$ cat config.mk
export PLATFORM = sky130hd
export DESIGN_NAME = operand_entry_flat
export DESIGN_NICKNAME = d
export VERILOG_FILES = /design/src/rtl/operand_entry_if.sv /design/src/rtl/operand_entry.sv /design/src/flat_wrapper.sv
export SDC_FILE = /design/constraint.sdc
export NUM_CORES = 1
export LEC_CHECK = 0
export ABC_AREA = 1
export CAP_MARGIN = 20
export CORE_UTILIZATION = 40
export DETAILED_ROUTE_END_ITERATION = 7
export GPL_ROUTABILITY_DRIVEN = 0
export PLACE_DENSITY = 0.71
export REMOVE_ABC_BUFFERS = 1
export SKIP_LAST_GASP = 1
export SYNTH_ARGS = -nofsm -noshare
export SYNTH_HDL_FRONTEND = slang
export SYNTH_SLANG_ARGS = --single-unit
export TNS_END_PERCENT = 50
$ cat constraint.sdc
create_clock -name CLOCK_50 -period 1.6 [get_ports CLOCK_50]
set_clock_uncertainty 0.05 [all_clocks]
set_input_delay 0.48 -clock CLOCK_50 [delete_from_list [all_inputs] [get_ports CLOCK_50]]
set_output_delay 0.48 -clock CLOCK_50 [all_outputs]
set_load 0.02 [all_outputs]
$ cat src/rtl/operand_entry_if.sv
// operand_entry_if: user-facing operand entry bus.
// The slave side is the operand_entry block. The master side is whatever
// drives the raw button/switches and consumes the captured operand pair.
interface operand_entry_if;
  logic       KEY_ENTER;  // raw pushbutton, active-low
  logic [3:0] SW;         // raw operand switches
  logic [7:0] OPS;        // captured operands {B, A}
  logic       VALID;      // both operands captured
  logic [1:0] LEDR;       // state code

  modport master (
    output KEY_ENTER,
    output SW,
    input  OPS,
    input  VALID,
    input  LEDR
  );

  modport slave (
    input  KEY_ENTER,
    input  SW,
    output OPS,
    output VALID,
    output LEDR
  );
endinterface

$ cat src/rtl/operand_entry.sv
// operand_entry: debounced two-operand capture stage for the 4-bit adder.
// A raw active-low pushbutton is synchronized and debounced. Each debounced
// press steps an FSM: WAIT_A captures A, WAIT_B captures B, and DONE clears
// the pair. The pair is presented as a stable {B, A} bus with a VALID flag
// and a state code on the LEDs.
// Optional feature macro: ENTRY_TIMEOUT_EN. When it is defined, an idle
// WAIT_B (no debounced activity for TIMEOUT_CYCLES cycles) abandons the
// entry and returns to WAIT_A.
module operand_entry #(
  parameter int unsigned DEBOUNCE_CYCLES = 500000,
  parameter int unsigned TIMEOUT_CYCLES  = 250000000
) (
  input  logic           CLOCK_50,
  input  logic           RESET_N,
  operand_entry_if.slave bus
);

  // Counter width: the minimum number of bits that holds DEBOUNCE_CYCLES-1.
  localparam int unsigned DB_W = (DEBOUNCE_CYCLES > 32'd2) ? $clog2(DEBOUNCE_CYCLES) : 32'd1;
  localparam logic [DB_W-1:0] DB_MAX = DB_W'(DEBOUNCE_CYCLES - 32'd1);

  typedef enum logic [1:0] {
    ST_WAIT_A = 2'b00,
    ST_WAIT_B = 2'b01,
    ST_DONE   = 2'b10
  } state_e;

  // Synchronizer stages
  logic            key_meta_q;
  logic            key_sync_q;
  logic [3:0]      sw_meta_q;
  logic [3:0]      sw_sync_q;

  // Debounce state
  logic            deb_q;
  logic            deb_d;
  logic            prev_q;
  logic [DB_W-1:0] db_cnt_q;
  logic [DB_W-1:0] db_cnt_d;
  logic            press_s;
  logic            deb_change_s;

  // FSM and registered outputs
  state_e          state_q;
  state_e          state_d;
  logic [7:0]      ops_q;
  logic [7:0]      ops_d;
  logic            valid_q;
  logic            valid_d;
  logic [1:0]      ledr_q;
  logic [1:0]      ledr_d;
  logic            timeout_s;

  // Two-flop synchronizers for the asynchronous button and switches; reset to released.
  always_ff @(posedge CLOCK_50 or negedge RESET_N) begin
    if (!RESET_N) begin
      key_meta_q <= 1'b1;
      key_sync_q <= 1'b1;
      sw_meta_q  <= 4'h0;
      sw_sync_q  <= 4'h0;
    end else begin
      key_meta_q <= bus.KEY_ENTER;
      key_sync_q <= key_meta_q;
      sw_meta_q  <= bus.SW;
      sw_sync_q  <= sw_meta_q;
    end
  end

  // Debounce: accept a new level only after DEBOUNCE_CYCLES consecutive differing cycles.
  always_comb begin
    deb_d    = deb_q;
    db_cnt_d = db_cnt_q;
    if (key_sync_q != deb_q) begin
      if (db_cnt_q >= DB_MAX) begin
        // Held long enough: take the new level and restart the count.
        deb_d    = key_sync_q;
        db_cnt_d = {DB_W{1'b0}};
      end else begin
        db_cnt_d = db_cnt_q + DB_W'(1);
      end
    end else begin
      // Any matching cycle discards a partial count, so short glitches vanish.
      db_cnt_d = {DB_W{1'b0}};
    end
  end

  // Debounced level, its one-cycle-delayed copy, and the stability counter.
  always_ff @(posedge CLOCK_50 or negedge RESET_N) begin
    if (!RESET_N) begin
      deb_q    <= 1'b1;
      prev_q   <= 1'b1;
      db_cnt_q <= {DB_W{1'b0}};
    end else begin
      deb_q    <= deb_d;
      prev_q   <= deb_q;
      db_cnt_q <= db_cnt_d;
    end
  end

  // A press is a debounced 1->0 edge; releases and held levels produce nothing.
  assign press_s      = prev_q & ~deb_q;
  assign deb_change_s = (deb_d != deb_q);

`ifdef ENTRY_TIMEOUT_EN
  localparam int unsigned TO_W = (TIMEOUT_CYCLES > 32'd2) ? $clog2(TIMEOUT_CYCLES) : 32'd1;
  localparam logic [TO_W-1:0] TO_MAX = TO_W'(TIMEOUT_CYCLES - 32'd1);

  logic [TO_W-1:0] to_cnt_q;
  logic [TO_W-1:0] to_cnt_d;

  // Idle counter: runs only in WAIT_B, restarts on any debounced level change, saturates.
  always_comb begin
    to_cnt_d  = to_cnt_q;
    timeout_s = 1'b0;
    if (state_q != ST_WAIT_B) begin
      to_cnt_d = {TO_W{1'b0}};
    end else if (deb_change_s) begin
      to_cnt_d = {TO_W{1'b0}};
    end else if (to_cnt_q != TO_MAX) begin
      to_cnt_d = to_cnt_q + TO_W'(1);
    end else begin
      to_cnt_d = to_cnt_q;
    end
    timeout_s = (state_q == ST_WAIT_B) && (to_cnt_q == TO_MAX);
  end

  // Idle counter register.
  always_ff @(posedge CLOCK_50 or negedge RESET_N) begin
    if (!RESET_N) begin
      to_cnt_q <= {TO_W{1'b0}};
    end else begin
      to_cnt_q <= to_cnt_d;
    end
  end
`else
  // Without the timeout, WAIT_B waits for B indefinitely.
  logic unused_timeout_s;
  assign timeout_s        = 1'b0;
  assign unused_timeout_s = (TIMEOUT_CYCLES == 32'd0) | deb_change_s;
`endif

  // Entry FSM next state plus next values of the registered outputs.
  always_comb begin
    state_d = state_q;
    ops_d   = ops_q;
    case (state_q)
      ST_WAIT_A: begin
        if (press_s) begin
          ops_d   = {4'h0, sw_sync_q};
          state_d = ST_WAIT_B;
        end else begin
          state_d = ST_WAIT_A;
        end
      end
      ST_WAIT_B: begin
        // A press coinciding with the timeout still captures B.
        if (press_s) begin
          ops_d   = {sw_sync_q, ops_q[3:0]};
          state_d = ST_DONE;
        end else if (timeout_s) begin
          ops_d   = 8'h00;
          state_d = ST_WAIT_A;
        end else begin
          state_d = ST_WAIT_B;
        end
      end
      ST_DONE: begin
        // A press here only clears; it never captures.
        if (press_s) begin
          ops_d   = 8'h00;
          state_d = ST_WAIT_A;
        end else begin
          state_d = ST_DONE;
        end
      end
      default: begin
        ops_d   = 8'h00;
        state_d = ST_WAIT_A;
      end
    endcase

    valid_d = (state_d == ST_DONE);

    case (state_d)
      ST_WAIT_A: ledr_d = 2'b00;
      ST_WAIT_B: ledr_d = 2'b01;
      ST_DONE:   ledr_d = 2'b10;
      default:   ledr_d = 2'b00;
    endcase
  end

  // FSM state and registered outputs; reset clears the pair immediately.
  always_ff @(posedge CLOCK_50 or negedge RESET_N) begin
    if (!RESET_N) begin
      state_q <= ST_WAIT_A;
      ops_q   <= 8'h00;
      valid_q <= 1'b0;
      ledr_q  <= 2'b00;
    end else begin
      state_q <= state_d;
      ops_q   <= ops_d;
      valid_q <= valid_d;
      ledr_q  <= ledr_d;
    end
  end

  assign bus.OPS   = ops_q;
  assign bus.VALID = valid_q;
  assign bus.LEDR  = ledr_q;

endmodule

$ cat src/flat_wrapper.sv
// flat-port wrapper written by rule: the top's interface ports become plain ports
module operand_entry_flat 
#(
  parameter int unsigned DEBOUNCE_CYCLES = 500000,
  parameter int unsigned TIMEOUT_CYCLES  = 250000000
)
  (CLOCK_50, RESET_N, bus_KEY_ENTER, bus_SW, bus_OPS, bus_VALID, bus_LEDR);
  operand_entry_if bus_i ();
  input  logic CLOCK_50;
  input  logic RESET_N;
  input wire logic [$bits(bus_i.KEY_ENTER)-1:0] bus_KEY_ENTER;
  input wire logic [$bits(bus_i.SW)-1:0] bus_SW;
  output wire logic [$bits(bus_i.OPS)-1:0] bus_OPS;
  output wire logic [$bits(bus_i.VALID)-1:0] bus_VALID;
  output wire logic [$bits(bus_i.LEDR)-1:0] bus_LEDR;
  assign bus_i.KEY_ENTER = bus_KEY_ENTER;
  assign bus_i.SW = bus_SW;
  assign bus_OPS = bus_i.OPS;
  assign bus_VALID = bus_i.VALID;
  assign bus_LEDR = bus_i.LEDR;
  operand_entry #(.DEBOUNCE_CYCLES(DEBOUNCE_CYCLES), .TIMEOUT_CYCLES(TIMEOUT_CYCLES)) u_core (.CLOCK_50(CLOCK_50), .RESET_N(RESET_N), .bus(bus_i));
endmodule
==> results_dict.tcl <==
set metrics [dict create \
    ir_worst_vdd_uv 427.5 \
    routedWlPerCell_um 11.46 \
    clk_pin_slew_ps 80 \
    syn_avg_cell_area_um2 9.327 \
    firstDrtPassIters 4 \
    start_util 0.4212 \
    grt_max_degree 20 \
    ioPinCount 18 \
    fin_crit_ps 1547 \
    drc 0 \
    power_w 0.002022 \
    internal_power_w 0.001601 \
    pwr-share-seq 0.553 \
    holdBufCountCts 0 \
    vias_per_cell 4.781 \
    synth_top_cell_by_area "dfrtp_1" \
    io_buffer_count 17 \
    cts_made_buffers 5 \
    final_util 0.5205 \
    outcome "finished clean" \
    rows 24 \
    post-route-period-util 0.9666 \
    dp_hpwl_mm 2.405 \
    final_cell_mix "nor2_1 (40), dfrtp_1 (38), nand2_1 (32)" \
    drive_above_1_share 0.1385 \
    grt_pass1_vias 1306 \
    clock_latency_ps 300 \
    cts_tree "done" \
    grt_pass1_wl_mm 5.733 \
    fmax_mhz 646.6 \
    final_common_cell "nor2_1" \
    max_slew.worst_pin.slew_ps 453.9 \
    area_growth_pct 23.58 \
    die_y_um 69.95 \
    diodes 0 \
    overflow 0 \
    clock_path_buffers 2 \
    routed_wl_mm 3.242 \
    hold_viol_final 0 \
    p_per_area_nw_per_um2 885.8 \
    drtIter0Drc 110 \
    relSlewSlack 0.6942 \
    synth_warnings 0 \
    synth_area_leaders "dfrtp_1 (53%), nor2_1 (8.1%), nand2_1 (6.7%)" \
    clkPwrFrac 0.413 \
    final_cells 283 \
    yosys_register_bits 43 \
    die_x_um 69.95 \
    worstSetupEndpointType "register" \
    finalSetupViolations 0 \
    synth.distinct_cells 25 \
    setup_ws_ps 53.40 \
    crit_type "reg2reg" \
    drv_cap 0 \
    drtAntennaViolNets 0 \
    grt_usage 0.1506 \
    htreeDepth 2 \
    synth_top_area_frac 0.5285 \
    switching_share 0.2080 \
    synth_area_um2 1847 \
    layout.nets 238 \
    core_um2 4384 \
    num_vias 1353 \
    hp-class "in2async" \
    dp_cells 272 \
    switchingPower_w 0.0004205 \
    netlist_instances 198 \
    tns_ps 0 \
    cts_root_buf "clkbuf_8" \
    cp_data_required_time_ps 1770 \
    clock_sinks 43 \
    crit_fanout 5 \
    worst_setup_path_start_kind "register" \
    slew_viol_final 0 \
    combPwrFrac 0.035 \
    place_worst_setup_slack_ps 56.92 \
    power.leakage_nw 1.155 \
    antenna_found_initial 0 \
    die-area_um2 4892 \
    seq_area_frac_synth 0.5854 \
    cp.arrival_ps 1720 \
]
-- through the flow --
step	instance area, µm²	hold slack (ps)
6_report	2282	27.20
5_1_grt	2282	41.68
4_1_cts	2215	37.38
3_5_place_dp	2111	286.3
3_3_place_gp	2111	282.9
2_1_floorplan	1828	134.4
-- cell families (layout without fill, tap and decap cells) --
kind of cell / Yosys count / count (layout) / synth area share
flops: 43 / 43 / 0.5854
simple gates: 95 / 95 / 0.2209
xor+xnor: 15 / 15 / 0.07114
compound gates: 16 / 16 / 0.05284
buf+inv: 28 / 61 / 0.06301
fa+ha+maj: 1 / 1 / 0.006774
-- worst max-delay path, cell delays in order (launching register included) --
cell	delay, ps
dfrtp_1	400
ha_2	230
nand3_2	120
nor2_4	190
buf_4	130
nand4_1	90
xor2_1	160
nor2_1	110
-- state kept, by name, summed over array words and instances (netlist names) --
signal	cells
u_core.sw_meta_q	4
u_core.bus.OPS	8
u_core.bus.LEDR	2
u_core.key_sync_q	1
u_core.key_meta_q	1
u_core.db_cnt_q	19
u_core.sw_sync_q	4
u_core.state_q	2
u_core.prev_q	1
u_core.deb_q	1
-- cell type report --
class | instances | area [µm²]
multi-input combinational | 127 | 678.2
clock inverter | 2 | 37.54
inverter | 26 | 97.59
sequential | 43 | 1082
clock buffer | 6 | 72.57
timing repair buffer | 27 | 249.0
tap | 52 | 65.06
fill | 413 | 2102
-- per-layer routing --
| layer | routed length [µm] | global-route usage | share of wire |
|---|---|---|---|
| met3 | 70 | 0.03463 | 0.022 |
| met5 | 0 | 0 | 0 |
| met4 | 89 | 0.08000 | 0.027 |
| met1 | 1511 | 0.2025 | 0.47 |
| met2 | 1571 | 0.2265 | 0.48 |
-- Yosys cell counts, drive strengths merged --
| cell | count |
|---|---|
| a21oi | 2 |
| nor3 | 1 |
| nor2 | 42 |
| ha | 1 |
| o21a | 1 |
| buf | 2 |
| o22ai | 8 |
| nand4 | 3 |
| and3 | 1 |
| nand3 | 11 |
| a21o | 2 |
| dfrtp | 39 |
| and2 | 1 |
| nand2 | 35 |
| inv | 26 |
| dfstp | 4 |
| o21ai | 3 |
| xnor2 | 3 |
| or2 | 1 |
| xor2 | 12 |
-- path summary, 6_finish.rpt --
check / from / to / slack [ps] / cells after the start
setup / recovery: u_core.db_cnt_q[0]$_DFF_PN0_ / u_core.db_cnt_q[12]$_DFF_PN0_ / 50 / 7
hold / removal: RESET_N / u_core.bus.OPS[1]$_DFFE_PN0P_ / 30 / 1
setup reg to reg: u_core.db_cnt_q[0]$_DFF_PN0_ / u_core.db_cnt_q[12]$_DFF_PN0_ / 50 / 7
hold reg to reg: u_core.sw_meta_q[0]$_DFF_PN0_ / u_core.sw_sync_q[0]$_DFF_PN0_ / 300 / 0
max in group asynchronous: RESET_N / u_core.deb_q$_DFFE_PN1P_ / 940 / 2
min in group CLOCK_50: u_core.sw_meta_q[0]$_DFF_PN0_ / u_core.sw_sync_q[0]$_DFF_PN0_ / 300 / 0
-- power groups by stage --
stage	registers, W	logic, W	clock network [W]
6_report	0.00112	0.0000699	0.000835
5_1_grt	0.00112	0.0000827	0.000911
4_1_cts	0.00112	0.0000679	0.000860
3_5_place_dp	0.00114	0.0000676	0
3_3_place_gp	0.00114	0.0000678	0
2_1_floorplan	0.00114	0.0000215	0
-- repair_timing --
item,CTS,global route
pin swaps,0,1
buffers inserted,0,3
gates resized for setup,5,13
setup endpoints to repair,11,23
(Power assumes the default switching activity.)
==> variant (same settings) <==
Add a define of `ENTRY_TIMEOUT_EN`.
--- a/src/rtl/operand_entry.sv
+++ b/src/rtl/operand_entry.sv
@@ -7,4 +7,6 @@
 // WAIT_B (no debounced activity for TIMEOUT_CYCLES cycles) abandons the
 // entry and returns to WAIT_A.
+`define ENTRY_TIMEOUT_EN
+
 module operand_entry #(
   parameter int unsigned DEBOUNCE_CYCLES = 500000,
Function: no difference found for any inputs over 10 cycles, from zero or initial values and one cycle with RESET_N low; that may be too few to reach the edited logic, so the function may still have changed.
==> variant against the original RTL <==
The flow now finishes with violations (negative setup slack). Worst setup slack got worse by 0.19 ns. Critical path depth is 3 higher. Final cell count rose by 140%. Wire length rose to 2.7 times the old value. Count of clock-buffer cells in the layout rose by 3. Power rose by 64%. Final area increased by 120%. Area after synthesis rose by 110%. Sequential cell count increased by 28.
==> variant: results (changes against the original RTL) <==
| Metric | Value |
|---|---|
| Failing checks | `negative setup slack` |
| Reg2reg end | `u_core.bus.OPS[1]` |
| Dpl hpwl | `6050 µm (+150%)` |
| CTS buffer count | `9 (+4)` |
| Min setup slack post-route | `-0.134 ns (-0.188 ns)` |
| GRT Total Usage | `18.0% (+3.0 points)` |
| Post-Route WL | `8670 µm (+170%)` |
| Final Net Count | `556 (+130%)` |
| Pleak | `2.34 nW (+100%)` |
| First-pass GRT wire length | `14,000 µm (+140%)` |
| Synth cell types | `33 (+32%)` |
| Largest net degree at the start of global routing | `22 (+10%)` |
| IR drop worst, VDD | `522 µV (+22%)` |
| Layout cells sized above 1 | `27.4% (+14 points)` |
| Top cells by area, synth | `dfrtp_1 (44%), nand2_1 (10%), nor2_1 (7.8%), xor2_1 (5.8%), inv_1 (5.4%)` |
| DR iter-0 viols | `150 (+36%)` |
| CP max FO | `8 (+3)` |
| H-tree Lvls | `3 (+1)` |
| Vias in the first global route | `3,186 (+140%)` |
| Cells on worst reg2reg path | `10 (+3)` |
| Placed inst area | `4440 µm² (+110%)` |
| WHS Endpoint | `u_core.sw_sync_q[3]` |
| Seq/Total Area, Yosys | `46.8% (-12 points)` |
| Largest Register | `u_core.to_cnt_q` |
| Worst slew pin tran | `0.245 ns (-0.209 ns)` |
| Largest register FFs | `28 (+9)` |
| Setup TNS | `-1.55 ns (-1.55 ns)` |
| Synth cell count leaders | `nand2_1 (102), nor2_1 (79), dfrtp_1 (67), inv_1 (55), nand3_1 (26)` |
| Hold crit path type | `reg -> reg` |
| DR pass1 iterations | `4 (unchanged)` |
| FILL cells | `820 (+99%)` |
| Final hold slack | `0.308 ns (+0.281 ns)` |
| Hold Path Stages | `0` |
| Setup crit start | `u_core.to_cnt_q[1]` |
| Latest clock arrival within the worst-skew pair | `0.36 ns (+0.06 ns)` |
| Outcome | `finished, violations left` |
| Crit path DAT | `1.93 ns (+0.21 ns)` |
| Final setup viols | `24 (+24)` |
| Port-buffer cells | `17 (unchanged)` |
[variant: layout make-up]
type / instances / share of cell area (%)
Timing Repair Buffer: 82 / 14.2
Clock inverter: 7 / 1.27
Sequential cell: 71 / 36.2
Clock buffer: 9 / 2.52
Tap cell: 129 / 3.28
Multi-Input combinational cell: 327 / 38.3
Inverter: 56 / 4.27
[variant: metal layers]
layer  global-route usage [%]  part of all wire [%]  vias up
met5                        0                     0        -
met4                     8.48                   3.3        0
met3                     3.51                   3.9       26
met2                     31.0                    51       73
met1                     21.8                    42     1546
li1                         -                     -     1611
[variant: power breakdown]
group          switching [mW]  internal, mW
logic                  0.0603        0.0453
registers              0.0128          1.81
clock network           0.785         0.598
[variant: cell families (layout without fill, tap and decap cells)]
group           after synthesis  after routing  share of synthesized area (%)
compound gates               21             21                           3.48
xor+xnor                     30             30                           6.90
fa+ha+maj                     2              2                          0.657
buf+inv                      61            154                           6.80
flops                        71             71                           46.8
simple gates                274            274                           35.4
[variant: repair_timing]
action,in CTS,in global routing
hold buffers,1,0
endpoints found under the hold margin,2,0
pin swaps,8,25
gates cloned,0,1
gates resized for setup,26,30
endpoints found under the setup margin,45,61
setup buffers,6,11
[variant: through the flow]
step	setup WS, ns	util, %	power (mW)	cells
floorplan	-0.00917	-	1.88	454
global placement	-0.0270	48.1	1.95	646
detailed placement	-0.0617	48.1	1.96	646
CTS	-0.0433	50.9	3.34	669
global route	-0.229	53.3	3.44	681
finish	-0.134	53.3	3.31	681
[variant: how the worst max path moves through the flow]
stage / to / slack, ns / cells past startpoint
after detailed placement: u_core.bus.OPS[1] / -0.06 / 10
after global routing: u_core.bus.OPS[1] / -0.23 / 10
after CTS: u_core.to_cnt_q[27] / -0.04 / 11
after floorplan: u_core.to_cnt_q[10] / -0.009 / 10
after global placement: u_core.to_cnt_q[25] / -0.03 / 7
final: u_core.bus.OPS[1] / -0.13 / 10
